File: src/rtl/batcharger_ctrl_fsm.sv
// Battery charger sequencer: trickle / constant-current / constant-voltage charge
// with debounced threshold transitions, charge timers and temperature protection.
//
// state   | meaning
// --------+----------------------------------------------
// S_IDLE  | charger off, qualifying enable and battery state
// S_TC    | trickle charge at itc, bounded by TTC_MAX
// S_CC    | constant current at icc
// S_CV    | constant voltage at vpreset, current-limited to icc
// S_DONE  | charge complete, watching for recharge threshold
// S_FAULT | temperature out of window or trickle timeout
module batcharger_ctrl_fsm #(
    parameter int DEB     = 4,
    parameter int TTC_MAX = 500,
    parameter int TCV_MAX = 1000,
    parameter int RECH    = 8
) (
    input  logic       clk,
    input  logic       rst,
    input  logic       en,
    input  logic [7:0] vbat,
    input  logic [7:0] ibat,
    input  logic [7:0] vtemp,
    input  logic [7:0] tempmin,
    input  logic [7:0] tempmax,
    input  logic [7:0] vcutoff,
    input  logic [7:0] vpreset,
    input  logic [7:0] itc,
    input  logic [7:0] icc,
    input  logic [7:0] iend,
    output logic       tc,
    output logic       cc,
    output logic       cv,
    output logic [7:0] idac,
    output logic [7:0] vdac,
    output logic       done,
    output logic       fault
);

    typedef enum logic [2:0] {
        S_IDLE  = 3'd0,
        S_TC    = 3'd1,
        S_CC    = 3'd2,
        S_CV    = 3'd3,
        S_DONE  = 3'd4,
        S_FAULT = 3'd5
    } state_t;

    localparam logic [2:0]  DEB_LAST = 3'(DEB - 1);
    localparam logic [15:0] TTC_LAST = 16'(TTC_MAX - 1);
    localparam logic [15:0] TCV_LAST = 16'(TCV_MAX - 1);
    localparam logic [7:0]  RECH_L   = 8'(RECH);

    state_t      state_q, state_d;
    logic [2:0]  deb_q, deb_d;
    logic [15:0] tmr_q, tmr_d;
    logic        tc_q, tc_d, cc_q, cc_d, cv_q, cv_d, done_q, done_d, fault_q, fault_d;
    logic [7:0]  idac_q, idac_d, vdac_q, vdac_d;

    logic        temp_ok;
    logic [7:0]  rech_thr;
    logic        cond;
    state_t      target;
    logic        timeout;

    always_comb begin
        temp_ok  = (vtemp >= tempmin) && (vtemp <= tempmax);
        rech_thr = (vpreset >= RECH_L) ? (vpreset - RECH_L) : 8'd0;
        cond     = 1'b0;
        target   = state_q;
        timeout  = 1'b0;
        case (state_q)
            S_IDLE: begin
                cond = en;
                if (!temp_ok)              target = S_FAULT;
                else if (vbat < vcutoff)   target = S_TC;
                else if (vbat < vpreset)   target = S_CC;
                else                       target = S_CV;
            end
            S_TC: begin
                cond    = (vbat >= vcutoff);
                target  = S_CC;
                timeout = (tmr_q == TTC_LAST);
            end
            S_CC: begin
                cond   = (vbat >= vpreset);
                target = S_CV;
            end
            S_CV: begin
                cond    = (ibat <= iend);
                target  = S_DONE;
                timeout = (tmr_q == TCV_LAST);
            end
            S_DONE: begin
                cond   = (vbat < rech_thr);
                target = S_CC;
            end
            S_FAULT: begin
                cond   = temp_ok;
                target = S_IDLE;
            end
            default: begin
                cond   = 1'b0;
                target = S_IDLE;
            end
        endcase
    end

    // Timer expiry is undebounced and beats any debounced exit on the same edge.
    always_comb begin
        state_d = state_q;
        if (!en)                                 state_d = S_IDLE;
        else if (!temp_ok && state_q != S_IDLE)  state_d = S_FAULT;
        else if (timeout && state_q == S_TC)     state_d = S_FAULT;
        else if (timeout && state_q == S_CV)     state_d = S_DONE;
        else if (cond && deb_q == DEB_LAST)      state_d = target;

        if (state_d != state_q)  deb_d = 3'd0;
        else if (cond)           deb_d = (deb_q == 3'd7) ? 3'd7 : deb_q + 3'd1;
        else                     deb_d = 3'd0;

        if (state_d != state_q)                    tmr_d = 16'd0;
        else if (state_q == S_TC || state_q == S_CV) tmr_d = tmr_q + 16'd1;
        else                                       tmr_d = 16'd0;
    end

    // Outputs decode the next state so they register on the same edge as it.
    always_comb begin
        tc_d    = 1'b0;
        cc_d    = 1'b0;
        cv_d    = 1'b0;
        done_d  = 1'b0;
        fault_d = 1'b0;
        idac_d  = 8'd0;
        vdac_d  = 8'd0;
        case (state_d)
            S_TC: begin
                tc_d   = 1'b1;
                idac_d = itc;
            end
            S_CC: begin
                cc_d   = 1'b1;
                idac_d = icc;
            end
            S_CV: begin
                cv_d   = 1'b1;
                idac_d = icc;
                vdac_d = vpreset;
            end
            S_DONE:  done_d  = 1'b1;
            S_FAULT: fault_d = 1'b1;
            default: ;
        endcase
    end

    always_ff @(posedge clk) begin
        if (rst) begin
            state_q <= S_IDLE;
            deb_q   <= 3'd0;
            tmr_q   <= 16'd0;
            tc_q    <= 1'b0;
            cc_q    <= 1'b0;
            cv_q    <= 1'b0;
            done_q  <= 1'b0;
            fault_q <= 1'b0;
            idac_q  <= 8'd0;
            vdac_q  <= 8'd0;
        end else begin
            state_q <= state_d;
            deb_q   <= deb_d;
            tmr_q   <= tmr_d;
            tc_q    <= tc_d;
            cc_q    <= cc_d;
            cv_q    <= cv_d;
            done_q  <= done_d;
            fault_q <= fault_d;
            idac_q  <= idac_d;
            vdac_q  <= vdac_d;
        end
    end

    assign tc    = tc_q;
    assign cc    = cc_q;
    assign cv    = cv_q;
    assign done  = done_q;
    assign fault = fault_q;
    assign idac  = idac_q;
    assign vdac  = vdac_q;

endmodule

File: config.mk
export PLATFORM = sky130hd
export DESIGN_NAME = batcharger_ctrl_fsm
export DESIGN_NICKNAME = d
export VERILOG_FILES = /design/src/rtl/batcharger_ctrl_fsm.sv
export SDC_FILE = /design/constraint.sdc
export NUM_CORES = 1
export LEC_CHECK = 0
export ABC_AREA = 1
export CORE_MARGIN = 1
export CORE_UTILIZATION = 45
export CTS_BUF_LIST = sky130_fd_sc_hd__clkbuf_8 sky130_fd_sc_hd__clkbuf_16
export CTS_CLUSTER_SIZE = 40
export DETAILED_ROUTE_END_ITERATION = 10
export PLACE_DENSITY_LB_ADDON = 0.12
export SLEW_MARGIN = 20
export SYNTH_ARGS = -nofsm -noshare
export SYNTH_HDL_FRONTEND = slang
export SYNTH_SLANG_ARGS = --single-unit
File: constraint.sdc
create_clock -name clk -period 4.37 [get_ports clk]
set_input_delay 0.437 -clock clk [delete_from_list [all_inputs] [get_ports clk]]
set_output_delay 0.437 -clock clk [all_outputs]
set_load 0.03 [all_outputs]
## Yosys cells after proc, flatten, opt, wreduce, memory -nomap -nowiden

Index checks and enable logic that the tools add are counted.

| operators by class | value |
|---|---|
| reduce and logical (&&, ||, !) cells | 14 |
| equality and inequality tests | 15 |
| add/subtract/negate cells | 3 |
| muxes and demuxes | 19 |
| divide/modulo/power cells | 0 |
| shifts and indexed selects | 0 |
| order comparisons | 9 |
| multipliers | 0 |
| bitwise operators | 3 |

Operators by type and width:

| kind | number |
|---|---|
| 8-bit >= comparator | 3 |
| 8-bit < comparator | 3 |
| 3-bit 2-to-1 mux | 7 |
| 16-bit by 1-bit adder with 16-bit output (second input constant) | 1 |
| 16-bit by 10-bit == test with 1-bit output (second input constant) | 1 |
| 16-bit by 9-bit == test with 1-bit output (second input constant) | 1 |
| 8-bit less-or-equal comparator | 2 |
| 8-bit one-hot mux with 2 select lines | 1 |
| 3-bit by 2-bit == test with 1-bit output (second input constant) | 5 |
| 3-bit == test (second input constant) | 5 |
| 3-bit one-hot mux with 4 select lines | 1 |
| 8-bit by 4-bit >= comparator with 1-bit output (second input constant) | 1 |
| 8-bit 2-to-1 mux | 1 |
| 8-bit by 4-bit subtractor with 8-bit output (second input constant) | 1 |
| 3-bit by 1-bit == test with 1-bit output (second input constant) | 2 |
| 1-bit 2-to-1 mux | 6 |
| 1-bit one-hot mux with 6 select lines | 1 |
| 2-bit OR reduction | 3 |
| 3-bit OR reduction | 2 |
| 1-bit logical AND | 5 |
| 3-bit by 1-bit adder with 3-bit output (second input constant) | 1 |
| 3-bit zero test | 1 |
| 3-bit inequality test | 1 |
| 1-bit NOT | 3 |
| 5 further kinds | 5 |

| word-level totals | value |
|---|---|
| memory bits (writable) | 0 |
| bits in read-only memories | 0 |
| logic and storage cells | 73 |
| register bits after elaboration | 43 |
| output and inout port bits | 21 |
| memories kept | 0 |
| input bits | 83 |
| latch bits | 0 |

## Longest topological paths before layout

Gate-level depths: netlist (run 1).

| depth | value |
|---|---|
| word-level depth | 13 |
| gate-level depth with buffers | 24 |
| mapped depth without buffers | 23 |

## Worst setup path after synthesis (run 1)

OpenSTA, ideal clock, no wires.

| timing path | value |
|---|---|
| path type | in2reg |
| start | input port vpreset[3] |
| end | register tmr_q[5] |
| path buffers | 1 |
| setup slack | 1.681 ns |
| required time | 4.308 ns |
| arrival time | 2.627 ns |
| cell stages on the path | 21 |
| cell sequence | inv_1 ha_1 nand2_1 inv_1 a21oi_1 o21ai_0 ha_1 nand2_1 o2111a_1 nand2_1 nand3_2 nand2_2 nand2_1 nand3_2 nand2_4 nand2_1 nand2_2 nor2_4 nand3_4 buf_6 nor2_2 |

| between the ends | value |
|---|---|
| longest elaborated chain between the ends | 12 |

RTL lines:

| what | line | source |
|---|---|---|
| from (decl) | 27 | `input logic [7:0] vpreset,` |
| 8-bit by 4-bit subtractor with 8-bit output, or another cell as far along | 68 | `rech_thr = (vpreset >= RECH_L) ? (vpreset - RECH_L) : 8'd0;` |
| 8-bit 2-to-1 mux / 1-bit 2-to-1 mux (equally long branches) | 68, 77 |  |
| 8-bit < comparator / 2-bit 2-to-1 mux (equally long branches) | 95, 76 |  |
| 1-bit one-hot mux with 6 select lines / 3-bit 2-to-1 mux (equally long branches) | 72, 75 |  |
| 1-bit logical AND / 3-bit one-hot mux with 4 select lines (equally long branches) | 116, 72 |  |
| 3-bit 2-to-1 mux * | 116 | `else if (cond && deb_q == DEB_LAST) state_d = target;` |
| 3-bit 2-to-1 mux * | 115 | `else if (timeout && state_q == S_CV) state_d = S_DONE;` |
| 3-bit 2-to-1 mux * | 114 | `else if (timeout && state_q == S_TC) state_d = S_FAULT;` |
| 3-bit 2-to-1 mux * | 113 | `else if (!temp_ok && state_q != S_IDLE) state_d = S_FAULT;` |
| 3-bit 2-to-1 mux * | 112 | `if (!en) state_d = S_IDLE;` |
| 3-bit inequality test * | 122 | `if (state_d != state_q) tmr_d = 16'd0;` |
| 3-bit OR reduction (no line) * | - |  |
| to (signal assigned) | 171 | `tmr_q <= tmr_d;` |
| to (decl) | 56 | `logic [15:0] tmr_q, tmr_d;` |

Every way passes the cells marked *; elsewhere a longest branch is shown, timed or not.
A chain may end at the register's enable or synchronous reset.

## Final worst setup path (run 1)

| timing path | value |
|---|---|
| start | input port vpreset[3] |
| end | register vdac_q[7], in the netlist vdac[7] |

| between the ends | value |
|---|---|
| longest elaborated chain between the ends | 13 |

RTL lines:

| what | line | source |
|---|---|---|
| 8-bit by 4-bit subtractor with 8-bit output, or another cell as far along | 68 |  |
| 8-bit 2-to-1 mux / 1-bit 2-to-1 mux (equally long branches) | 68, 77 |  |
| 8-bit < comparator / 2-bit 2-to-1 mux (equally long branches) | 95, 76 |  |
| 1-bit one-hot mux with 6 select lines / 3-bit 2-to-1 mux (equally long branches) | 72, 75 |  |
| 1-bit logical AND / 3-bit one-hot mux with 4 select lines (equally long branches) | 116, 72 |  |
| 3-bit 2-to-1 mux * | 116 |  |
| 3-bit 2-to-1 mux * | 115 |  |
| 3-bit 2-to-1 mux * | 114 |  |
| 3-bit 2-to-1 mux * | 113 |  |
| 3-bit 2-to-1 mux * | 112 |  |
| 3-bit by 2-bit == test with 1-bit output * | 136 | `case (state_d)` |
| 1-bit NOT (no line) * | - |  |
| 2-bit OR reduction (no line) * | - |  |
| to (signal assigned) | 178 | `vdac_q <= vdac_d;` |
| to (decl) | 58 | `logic [7:0] idac_q, idac_d, vdac_q, vdac_d;` |

Marks and branches as above.

==> results of run 1 <==
final cells by class:
type | count | area, µm²
clock buffers | 5 | 68.82
clock inverters | 3 | 63.81
fillers | 612 | 2372
inverters | 84 | 315.3
multi-input cells | 328 | 1999
flip-flops and latches | 43 | 860.8
well taps | 96 | 120.1
repair buffers | 103 | 1031
through the flow:
stage	setup slack (ns)	power [mW]	area [µm²]	hold slack [ns]
after floorplan	1.681	0.5134	3192	0.4277
after global placement	0.9506	0.6172	4327	0.4369
after detailed placement	0.7771	0.6233	4327	0.4538
after CTS	1.089	0.9799	4459	0.4660
after global routing	0.7403	1.032	4459	0.4955
final	1.099	0.9709	4459	0.4672
cell families (layout without fill, tap and decap cells):
kind of cell / Yosys count / count (layout) / synth area share, %
buffers and inverters: 86 / 195 / 10.39
adders and majority gates: 50 / 50 / 19.60
and+or+nand+nor: 229 / 229 / 32.85
DFF: 43 / 43 / 26.97
xor gates and xnor gates: 14 / 14 / 3.842
AOI/OAI and AO/OA: 35 / 35 / 6.351
cells in the final DEF, fill, tap and decap left out, drive strengths merged, types with 3 or more instances in the layout:
| cell | netlist | layout |
|---|---|---|
| nand2 | 112 | 112 |
| clkdlybuf4s50 | 0 | 103 |
| inv | 82 | 83 |
| nor2 | 65 | 65 |
| ha | 50 | 50 |
| dfxtp | 43 | 43 |
| nand3 | 24 | 24 |
| a21oi | 19 | 19 |
| nand4 | 18 | 18 |
| xor2 | 11 | 11 |
| nor3 | 7 | 7 |
| o21ai | 6 | 6 |
| clkbuf | 0 | 5 |
| a21o | 3 | 3 |
| xnor2 | 3 | 3 |
path summary, 6_finish.rpt:
| kind | end | slack, ns |
|---|---|---|
| min reg2reg | tmr_q[0] | 0.47 |
| max | vdac[7] | 1.10 |
| max reg2reg | vdac[7] | 1.99 |
| min | tmr_q[0] | 0.47 |
layer usage:
| metal | vias up | wire (µm) | GRT usage, % |
|---|---|---|---|
| met5 | - | 0 | 0 |
| met4 | 0 | 68 | 4.394 |
| met3 | 8 | 427 | 5.143 |
| met2 | 85 | 3539 | 38.17 |
| met1 | 1389 | 3358 | 25.25 |
| li1 | 1676 | - | - |
registers in the layout, summed over array words and instances, names as in the netlist:
signal and cells:
tc 1, tmr_q 16, vdac 8, deb_q 3, cv 1, idac 8, state_q 3, cc 1
fault 1, done 1
power by group through the flow:
stage          combinational [mW]  sequential [mW]  clock (mW)
2_1_floorplan               0.108            0.405           0
5_1_grt                     0.251            0.395       0.385
3_5_place_dp                0.219            0.404           0
6_report                    0.219            0.395       0.357
3_3_place_gp                0.213            0.404           0
4_1_cts                     0.221            0.395       0.364
worst max-delay path: cells and delay by family:
family / cells / cell delay [ns]
simple gates: 11 / 1.15
buf+inv: 4 / 0.89
compound gates: 3 / 0.44
fa+ha+maj: 2 / 0.53
==> key figures, run 1 <==
Worst hold path
  – Hold Crit Start: tmr_q[0]
  – Worst Hold Class: reg -> reg
  – Hold path depth: 1

STA
  – Fmax: 305.8 MHz
  – Final Critical Period: 3.271 ns
  – Worst-margin pin slew: 0.3591 ns
  – Final slew viol count: 0
  – Final worst path period share: 74.84%
  – Setup TNS: 0 ns
  – Clk_skew: 0.006653 ns
  – Hold Vio Cnt, Final: 0
  – RSZ-0062 raised after global routing: false
  – Setup Viol. Count Final: 0
  – Slew headroom: 76.03%

Routing
  – Vias/cell: 4.770
  – Vias: 3,158
  – Starting DRT DRC Count: 121
  – TritonRoute pass-1 iters: 4
  – Wire per inst: 11.17 µm
  – Routed WL: 7393 µm
  – Final ANT Viol Nets: 0
  – Drc violations: 0

Synthesis
  – Most common cell in the netlist: nand2_1
  – Post-synth top cells: nand2_1, inv_1, ha_1, nor2_1, dfxtp_1
  – Syn_nets: 590
  – Post-synth top area share: 26.97%
  – Warnings from Yosys: 0
  – Post-synth top area cell: dfxtp_1
  – Synth async-reset ratio: 0%
  – Syn_area_per_cell: 6.984 µm²
  – Post-Synthesis Cells: 457
  – Seq cells post-synth: 43
  – Cell Area, Synth: 3192 µm²
  – Synth area leaders: dfxtp_1, ha_1, nand2_1, inv_1, nor2_1
  – Post-synth cell types: 32
  – Post-synth EDFFs: 0
  – Register area share after synthesis: 26.97%
  – Synth Flop Type: dfxtp_1

Setup path
  – R2R Path Start: state_q[2]
  – Worst R2R Path Depth: 15
  – Worst path max stage delay: 0.49 ns
  – Most used cell, CP: nand2_1
  – Worst setup EP type: flip-flop
  – Crit. Startpoint: vpreset[3]
  – CP Max Fanout: 9
  – Worst path required time: 4.56 ns
  – Crit path launch type: input port
  – CP arrival: 3.46 ns
  – Crit path kind: in -> reg
  – Slowest cell on crit path: clkdlybuf4s50_1
  – Cell Chain, Critical Path: clkdlybuf4s50_1 > inv_1 > ha_1 > nand2_1 > inv_1 > a21oi_1 > o21ai_0 > ha_1 > nand2_1 > o2111a_1 > nand2_1 > nand3_2 > nand2_2 > nand2_1 > nand3_1 > nor2_1 > nand2_1 > clkinv_1 > nand2_2 > nor2_1

Global routing
  – Remaining Overflow, GRT: 0
  – Largest net degree at the start of global routing: 17
  – First-pass GRT wire length: 12,720 µm
  – Antenna violations before repair: 0
  – GRT Overall Usage: 21.08%
  – Vias in the first global route: 3,103

Clock network
  – CTS tree: yes
  – Sink Count: 43
  – Post-CTS Hold Buffers: 0
  – CTS root buffer: clkbuf_8
  – Clk_lat worst skew: 0.30 ns
  – Postcts setup bufs: 0
  – H-tree depth: 2
  – CTS Buffer Depth: 2
  – Cts repair resizes: 0
  – Worst-path clk slew: 0.08 ns
  – Num CTS Buffers: 5

Floorplan
  – Io pins: 104
  – DIE WIDTH: 86.22 µm
  – Die ar.: 7434 µm²
  – Core ar.: 6832 µm²
  – Die Ht: 86.22 µm
  – Site Rows: 30
  – Initial Util: 46.72%

Final layout
  – Fin cells: 662
  – Nets: 698
  – Diodes inserted: 0
  – Synth-to-layout area growth: 39.71%
  – Finished Core Util: 65.27%
  – Layout cells sized above 1: 6.360%

Power and ir drop
  – Leakage power: 2.205 nW
  – Switching Power: 0.2321 mW
  – Proportion of power drawn by combinational gates: 22.5%
  – Power per cell area: 217.7 nW/µm²
  – Maximum VDD drop: 0.2063 mV
  – Clock Power Share: 36.8%
  – Switch share: 23.91%
  – Share of total power in sequential cells: 40.7%
  – Internal power: 0.7387 mW

Place
  – Placed Cells: 654
  – Placer Congestion: 0.9464
  – PortBufs: 103
  – Post-DP HPWL: 6237 µm

Run status
  – Status: complete, no violations

Job
  – Max Cap Violations: 0
Note: power is estimated with default switching activity, not from simulation.
==> run 2, diff against run 1 <==
--- a/config.mk
+++ b/config.mk
@@ -7,7 +7,7 @@
 export LEC_CHECK = 0
 export ABC_AREA = 1
 export CORE_MARGIN = 1
-export CORE_UTILIZATION = 45
+export CORE_UTILIZATION = 42
 export CTS_BUF_LIST = sky130_fd_sc_hd__clkbuf_8 sky130_fd_sc_hd__clkbuf_16
 export CTS_CLUSTER_SIZE = 40
 export DETAILED_ROUTE_END_ITERATION = 10
==> constraint.sdc (replaced) <==
create_clock -name clk -period 2.98 [get_ports clk]
set_input_delay 0.298 -clock clk [delete_from_list [all_inputs] [get_ports clk]]
set_output_delay 0.298 -clock clk [all_outputs]
set_load 0.03 [all_outputs]
==> run 2 against run 1 <==
Against the previous run:
- worst setup slack worse by 0.94 ns
- combinational power rose by 55%
- non-clock buffer count rose by 15
- utilization is 1.9 points lower
- sequential share of layout area fell by 0.67 points
- clock skew is 0.0018 ns lower
- via count up 1.4%
- power rose by 32%
- flip-flop and latch count unchanged
- final cell count grew 2.9%
- critical path depth shrank 1
- hold slack worse by 0.082 ns
==> key figures, run 2 (synthesis gave the netlist of run 1 again) <==
Floorplan
  – Site Rows: 31 (+3.3%)
  – Initial Util: 43.77% (-3.0 points)
  – Core ar.: 7292 µm² (+6.7%)
  – Io pins: 104 (unchanged)
  – Die ar.: 7952 µm² (+7.0%)
  – DIE WIDTH: 89.18 µm (+3.4%)
  – Die Ht: 89.18 µm (+3.4%)

Clock network
  – Clk_lat worst skew: 0.29 ns (about the same)
  – CTS root buffer: clkbuf_8
  – CTS tree: yes
  – Sink Count: 43 (unchanged)
  – Worst-path clk slew: 0.08 ns (about the same)
  – H-tree depth: 2 (unchanged)
  – CTS Buffer Depth: 2 (unchanged)
  – Num CTS Buffers: 5 (unchanged)

STA
  – Final Critical Period: 2.824 ns
  – Clk_skew: 0.004839 ns (-0.001814 ns)
  – Final slew viol count: 0 (unchanged)
  – Hold Vio Cnt, Final: 0 (unchanged)
  – Setup Viol. Count Final: 0 (unchanged)
  – Slew headroom: 71.82% (-4.2 points)
  – Final worst path period share: 94.78%
  – Fmax: 354.1 MHz
  – Worst-margin pin slew: 0.4211 ns (+0.06198 ns)

Setup path
  – CP Max Fanout: 8 (-1)
  – Crit path kind: in -> reg
  – Worst path required time: 3.22 ns (-1.34 ns)
  – Worst setup EP type: flip-flop
  – Worst R2R Path Depth: 16 (+1)
  – R2R Path Start: state_q[2]
  – Worst R2R End: tmr_q[6]
  – CP arrival: 3.06 ns (-0.40 ns)
  – R2r setup slk: 0.63 ns (-1.36 ns)
  – Crit path launch type: input port

Power and ir drop
  – Internal power: 0.9248 mW (+25%)
  – Leakage power: 2.304 nW (+4.5%)
  – Proportion of power drawn by combinational gates: 26.5% (+4.0 points)
  – Switching Power: 0.3538 mW (+52%)
  – Power per cell area: 276.7 nW/µm² (+27%)
  – Switch share: 27.67% (+3.8 points)
  – Maximum VDD drop: 0.1867 mV (-9.5%)
  – Share of total power in sequential cells: 45.3% (+4.6 points)
  – Clock Power Share: 28.2% (-8.6 points)
  – Total Power: 1.279 mW (+32%)

Final layout
  – Commonest non-fill, non-tap cell in the layout: nand2_1
  – Design area: 4621 µm² (+3.6%)
  – Max FFs per register: 16 (unchanged)
  – Most flops, register: tmr_q
  – Layout cells sized above 1: 10.65% (+4.3 points)
  – Diodes inserted: 0 (unchanged)
  – Synth-to-layout area growth: 44.77%
  – Nets: 714 (+2.3%)
  – Commonest non-fill, non-tap cells in the layout: nand2_1, clkdlybuf4s50_1, inv_1

Global routing
  – Antenna violations before repair: 0 (unchanged)
  – Remaining Overflow, GRT: 0 (unchanged)
  – Largest net degree at the start of global routing: 14 (-3)
  – First-pass GRT wire length: 12,660 µm (-0.43%)
  – GRT Overall Usage: 20.16% (-0.92 points)
  – Vias in the first global route: 3,092 (-0.35%)

Routing
  – TritonRoute pass-1 iters: 4 (unchanged)
  – Final ANT Viol Nets: 0 (unchanged)
  – Starting DRT DRC Count: 97 (-20%)
  – Uppermost routed layer: met4
  – Vias/cell: 4.700 (-1.5%)
  – Drc violations: 0 (unchanged)
  – Wire per inst: 11.44 µm (+2.4%)
  – Met3 WL: 405 µm (-5.2%)
  – Vias: 3,201 (+1.4%)
  – Routed wl met2: 3877 µm (+9.6%)
  – Wire length on met1: 3467 µm (+3.2%)
  – Routed WL: 7790 µm (+5.4%)

Place
  – PortBufs: 103 (unchanged)
  – Post-DP HPWL: 6265 µm (+0.45%)
  – Placed Area: 4436 µm² (+2.5%)
  – Placer Congestion: 0.9305 (-1.7%)

Worst hold path
  – Hold path depth: 4 (+3)
  – Hold Path Sink: vdac[4]
  – Hold Crit Start: vpreset[4]
  – Worst Hold Class: in -> reg

Run status
  – Status: complete, no violations

Job
  – Max Cap Violations: 0 (unchanged)
## run 2: cell count changes in the layout (fill, tap and decap cells not counted), sizes merged
cell | before | now
clkinv | 2 | 3
bufinv | 2 | 0
dlymetal6s2s | 0 | 4
clkdlybuf4s50 | 103 | 99
nand3 | 24 | 25
buf | 0 | 15
clkinvlp | 0 | 1
## run 2: what timing repair did
item | in CTS | in global routing
setup endpoints to repair | 9 | 40
setup buffers | 0 | 1
hold buffers | 0 | 0
gates cloned | 1 | 0
resized for setup | 2 | 20
pin swaps | 1 | 7
## run 2: layout make-up
class,count,area [µm²]
clock buffer,5,68.82
clock inverter,3,16.27
fill,671,2671
inverter,84,315.3
multi-input combinational,329,2082
sequential,43,860.8
tap,99,123.9
timing repair buffer,118,1154
## run 2: metrics by stage
| step | util (%) | hold slack, ns | setup WS, ns | TNS, ns | std cells |
|---|---|---|---|---|---|
| after floorplan | - | 0.3704 | 0.4303 | 0 | 457 |
| after global placement | 60.83 | 0.4355 | -0.1649 | -3.819 | 671 |
| after detailed placement | 60.83 | 0.4451 | -0.3085 | -7.802 | 671 |
| after CTS | 62.27 | 0.4654 | 0.06847 | 0 | 680 |
| after global routing | 63.37 | 0.3969 | -0.001376 | -0.001376 | 681 |
| final | 63.37 | 0.3853 | 0.1557 | 0 | 681 |
## run 2: power by group through the flow
stage / Combinational, mW / Sequential, mW / Clock [mW]
global route: 0.388 / 0.580 / 0.402
finish: 0.339 / 0.579 / 0.360
CTS: 0.335 / 0.579 / 0.372
detailed placement: 0.332 / 0.593 / 0
floorplan: 0.159 / 0.594 / 0
global placement: 0.323 / 0.592 / 0
## run 2: worst max-delay path by stage
stage               slack [ns]        from         to
global placement         -0.16  vpreset[3]  tmr_q[13]
global route            -0.001  vpreset[7]   tmr_q[6]
floorplan                 0.43  vpreset[3]   tmr_q[5]
CTS                       0.07  vpreset[3]   tmr_q[3]
detailed placement       -0.31  vpreset[3]  tmr_q[13]
finish                    0.16  vpreset[7]   tmr_q[6]
## run 2: layer usage
layer  up-vias  GRT usage [%]
met4         0          3.463
met5         -              0
met3         6          4.432
met1      1407          23.96
li1       1707              -
met2        81          37.47
## run 2: critical path, cell delays in order
cell and delay, ns:
clkdlybuf4s50_1 0.53, inv_1 0.11, ha_1 0.30, a21o_1 0.19, nor2_1 0.16, nand3_1 0.11
nand2_1 0.07, nand2_1 0.06, nor2_2 0.13, nand3_4 0.12, nand2_4 0.09, nand2_1 0.06
nand3_2 0.12, nand2_4 0.05, nand2_1 0.07, nand2_2 0.06, nor2_4 0.19, nand3_4 0.20
nor2_2 0.14
